--- config.mk ---
export PLATFORM = sky130hd
export DESIGN_NAME = dht22_temp_bcd
export DESIGN_NICKNAME = d
export VERILOG_FILES = /design/src/rtl/dht22_temp_bcd.sv
export SDC_FILE = /design/constraint.sdc
export NUM_CORES = 1
export LEC_CHECK = 0
export CAP_MARGIN = 15
export CORE_MARGIN = 4
export CORE_UTILIZATION = 46
export CTS_CLUSTER_DIAMETER = 40
export DETAILED_ROUTE_END_ITERATION = 10
export PLACE_DENSITY = 0.67
export SYNTH_ARGS = -nofsm -noshare
export SYNTH_HDL_FRONTEND = slang
export SYNTH_SLANG_ARGS = --single-unit
--- constraint.sdc ---
create_clock -name clk -period 3.7 [get_ports clk]
set_clock_uncertainty 0.2 [all_clocks]
set_input_delay 1.11 -clock clk [delete_from_list [all_inputs] [get_ports clk]]
set_output_delay 1.11 -clock clk [all_outputs]
set_load 0.005 [all_outputs]
--- src/rtl/dht22_temp_bcd.sv ---
// DHT22 temperature word to signed 4-digit BCD display value (0.1 degC resolution).
// A new word is accepted only after it has been stable for two edges; the conversion is double-dabble.
module dht22_temp_bcd #(
  parameter int unsigned MAX_TEMP = 1250
) (
  input  logic        clk,
  input  logic        res,
  input  logic [15:0] temp_in,
  output logic        sign,
  output logic [3:0]  bcd_hun,
  output logic [3:0]  bcd_ten,
  output logic [3:0]  bcd_one,
  output logic [3:0]  bcd_tenth,
  output logic        over_range,
  output logic        busy,
  output logic        done
);

  typedef enum logic [1:0] {IDLE, CONV, DONE} state_t;

  localparam logic [14:0] MAX_MAG   = 15'(MAX_TEMP);
  localparam logic [3:0]  LAST_ITER = 4'd10;
  localparam int unsigned BIN_W     = 11;

  state_t      state;
  state_t      state_nxt;
  logic [15:0] temp_q;
  logic [15:0] last_temp;
  logic [3:0]  iter_cnt;
  logic [26:0] shifter;
  logic [26:0] shift_adj;
  logic        out_range;
  logic        accept;
  logic [14:0] mag_in;

  assign mag_in = temp_q[14:0];
  assign accept = (temp_in == temp_q) && (temp_q != last_temp);

  // Add-3 correction on each BCD nibble before the shift.
  always_comb begin
    shift_adj = shifter;
    for (int unsigned i = 0; i < 4; i++) begin
      if (shifter[BIN_W + 4*i +: 4] >= 4'd5)
        shift_adj[BIN_W + 4*i +: 4] = shifter[BIN_W + 4*i +: 4] + 4'd3;
    end
  end

  always_ff @(posedge clk or negedge res) begin
    if (!res) state <= IDLE;
    else      state <= state_nxt;
  end

  always_comb begin
    state_nxt = state;
    case (state)
      IDLE:    if (accept) state_nxt = CONV;
      CONV:    if (iter_cnt == LAST_ITER) state_nxt = DONE;
      DONE:    state_nxt = IDLE;
      default: state_nxt = IDLE;
    endcase
  end

  always_comb begin
    busy = (state != IDLE);
  end

  always_ff @(posedge clk or negedge res) begin
    if (!res) begin
      temp_q     <= '0;
      last_temp  <= '0;
      iter_cnt   <= '0;
      shifter    <= '0;
      out_range  <= 1'b0;
      sign       <= 1'b0;
      bcd_hun    <= '0;
      bcd_ten    <= '0;
      bcd_one    <= '0;
      bcd_tenth  <= '0;
      over_range <= 1'b0;
      done       <= 1'b0;
    end else begin
      temp_q <= temp_in;
      done   <= (state == DONE);
      case (state)
        IDLE: begin
          if (accept) begin
            last_temp <= temp_q;
            out_range <= (mag_in > MAX_MAG);
            iter_cnt  <= '0;
            // Out-of-range words still run the full shift sequence to keep latency fixed.
            shifter   <= (mag_in > MAX_MAG) ? '0 : {16'h0000, mag_in[BIN_W-1:0]};
          end
        end
        CONV: begin
          shifter  <= shift_adj << 1;
          iter_cnt <= iter_cnt + 4'd1;
        end
        DONE: begin
          if (out_range) begin
            over_range <= 1'b1;
          end else begin
            over_range <= 1'b0;
            sign       <= last_temp[15] & (|last_temp[14:0]);
            bcd_hun    <= shifter[26:23];
            bcd_ten    <= shifter[22:19];
            bcd_one    <= shifter[18:15];
            bcd_tenth  <= shifter[14:11];
          end
        end
        default: ;
      endcase
    end
  end

endmodule
==> results.cfg <==
[pwr]
vdd_ir_drop_max_v = 0.000203
internal_power_uw = 1410
netSwitchingPower_uw = 408
leakage_uw = 0.00214
p_seq_share_pct = 53.4
switching_share_pct = 22.5
power_density_nw_per_um2 = 390
comb_power_share_pct = 5.0
clkPwrFrac_pct = 41.5

[grt]
use_met2_pct = 25.8
grt_pass1_vias = 2652
grt_antenna_before_repair = 0
overflow = 0
grt_pass1_wl_um = 12900
grt.busiest_layer = met2
grt_max_degree = 57
grtUsageMet1_pct = 21.4
grtUsageTotal_pct = 16.1
grtUsageMet3_pct = 3.74

[job]
cap_viol_max_count = 0

[clocking]
root_buffer = clkbuf_8
cts_buffers = 9
clock_latency_ns = 0.35
cts_tree = yes
holdBufCountCts = 0
clock-sinks = 85
cts_setup_buffers = 0
clkTransAtPathRegs_ns = 0.09
clock_path_buffers = 2
cts-htree-levels = 3
cts.repair.resized = 0

[synth]
ys.flop_type = dfrtp_1
seq_area_frac_synth_pct = 53.4
netlist_area_um2 = 3980
synth_cell_type_count = 38
syn_avg_cell_area_um2 = 11.8
synth.largest_area_cell = dfrtp_1
synth_async_sr_flop_share_pct = 100
synth_nets = 366
yosys-top-cells-count = dfrtp_1, nand2_1, o21ai_0
ys_warn_count = 0
synth_area_leaders = dfrtp_1, mux2_4, mux2_2
syn_inst = 338
synth.most_common_cell = dfrtp_1
synth_seq_cells = 85
synth_top_area_share_pct = 53.4
synth_edf_count = 0

[critical_path]
r2r_start = temp_q[9]
critical_path_required_ns = 3.73
critical_path_buf_inv_count = 1
crit_start = temp_in[14]
reg2reg_setup_slack_ns = 1.33
cp_max_fo = 30
r2r_end = shifter[7]
path_cells = clkdlybuf4s50_1, xnor2_1, nand4_1, nor3_4, and3_4, nor2_1, a221o_1
rr_worst_depth = 6
crit_type = in -> reg
path_delay_family = simple AND/OR/NAND/NOR gates
arrival_ns = 3.07
worstSetupStartpointType = input port
max_stage_delay_ns = 0.52
slowest_stage = and3_4
setup.worst_path.end_class = flip-flop

[drt]
drtIter0Drc = 119
drcViolationCount = 0
wire_per_inst_um = 15.5
viasPerCell = 5.32
dr.pass1.iters = 5
wl_um = 7540
vias = 2587
antenna_left = 0

[outcome]
outcome = completed

[finish]
nets = 404
syn_to_final_growth_pct = 16.8
fill_cells = 699
num_antenna_cells = 0
final_layout_size_suffix_gt1_share_pct = 15.7

[sta]
max_freq_ghz = 0.329
fin_tns_setup_ns = 0
worst_pin_slew_ns = 1.02
layout_setup_ws_ns = 0.659
relSlewSlack_pct = 31.9
hold_violations = 0
fin_crit_sh_pct = 82.2
rsz0062_at_grt = no
period_needed_ns = 3.04
setup_viol = 0
slew_viol_final = 0

[floorplan]
core_um2 = 8300
initial_core_util_pct = 48.0
die_area_um2 = 10200
die_h_um = 101
die_w_um = 101
row_count = 33
pin_count = 38

[place]
place.gp.congestion = 0.818
place_hpwl_um = 5200
post-place-ws_ns = 0.310
io_buffers = 37

[min_path]
hp-class = reg -> reg
hold_depth = 2
hold_start = shifter[9]
hold_end = shifter[9]
[power groups by stage]
stage / sequential (uW) / clock [uW] / combinational (uW)
after global routing: 972 / 815 / 104
after CTS: 969 / 774 / 93.6
final: 969 / 754 / 91.0
after global placement: 987 / 0 / 91.2
after detailed placement: 987 / 0 / 93.1
after floorplan: 977 / 0 / 46.9
[worst max path at each step]
stage / end / cells after the start
after floorplan: last_temp[0] / 6
after CTS: shifter[7] / 7
final: shifter[7] / 7
after global routing: shifter[7] / 7
after detailed placement: shifter[7] / 7
after global placement: shifter[7] / 7
[kinds of logic (layout without fill, tap and decap cells)]
logic type | count (synthesis) | in the layout | synth area share [%]
AND/OR/NAND/NOR | 96 | 96 | 12.6
flip-flops | 85 | 85 | 53.4
AO/OA/AOI/OAI | 51 | 51 | 7.85
XOR/XNOR | 40 | 40 | 8.80
multiplexers | 33 | 33 | 10.8
buffers and inverters | 23 | 66 | 3.39
adder cells (fa/ha/maj) | 10 | 10 | 3.14
[worst min-delay path, stage by stage (launching register included)]
cell and delay, ns:
dfrtp_1 0.36, nand2_1 0.05, nand2_1 0.05
[layout by cell type (no fill, tap or decap), types with 7 or more instances in the layout]
cell type / synthesis / routed
clkbuf_8: 1 / 11
clkdlybuf4s50_1: 0 / 36
nand2_1: 34 / 34
mux2_2: 17 / 17
ha_1: 10 / 10
nor4_1: 8 / 8
dfrtp_1: 85 / 85
xnor2_1: 19 / 19
o21ai_0: 22 / 22
nor2_1: 15 / 15
mux2_4: 16 / 16
a21oi_1: 11 / 11
nor3_1: 7 / 7
xor2_1: 21 / 21
nand3_1: 8 / 8
inv_1: 10 / 10
nand2b_1: 8 / 8
[metrics by stage]
step	power, uW	std cells	hold WS (ns)	cell area [um^2]	util (%)
floorplan	1020	338	0.239	3980	-
global placement	1080	470	0.255	4420	53.2
detailed placement	1080	470	0.263	4420	53.2
CTS	1840	486	0.283	4650	56.1
global route	1890	486	0.322	4650	56.1
finish	1810	486	0.281	4650	56.1
[sequential cells by signal, summed over array words and instances (netlist names), 4 cells and up]
signal	cells
bcd_ten	4
bcd_hun	4
last_temp	16
iter_cnt	4
bcd_one	4
bcd_tenth	4
temp_q	16
shifter	27
[per-layer routing]
| metal | vias to the layer above | share of wire (%) |
|---|---|---|
| met1 | 1268 | 46 |
| met4 | 0 | 1.7 |
| met2 | 51 | 48 |
| met5 | - | 0 |
| li1 | 1257 | - |
| met3 | 11 | 4.0 |
[layout make-up]
class	count	area [um^2]	area share, %
flip-flops and latches	85	2130	45.7
multi-input cells	230	1720	37.0
repair buffers	40	403	8.66
clock buffers	11	151	3.25
well taps	105	131	2.82
clock inverters	5	81.3	1.75
inverters	10	37.5	0.807
No activity file was read; power rests on OpenSTA's default activity.
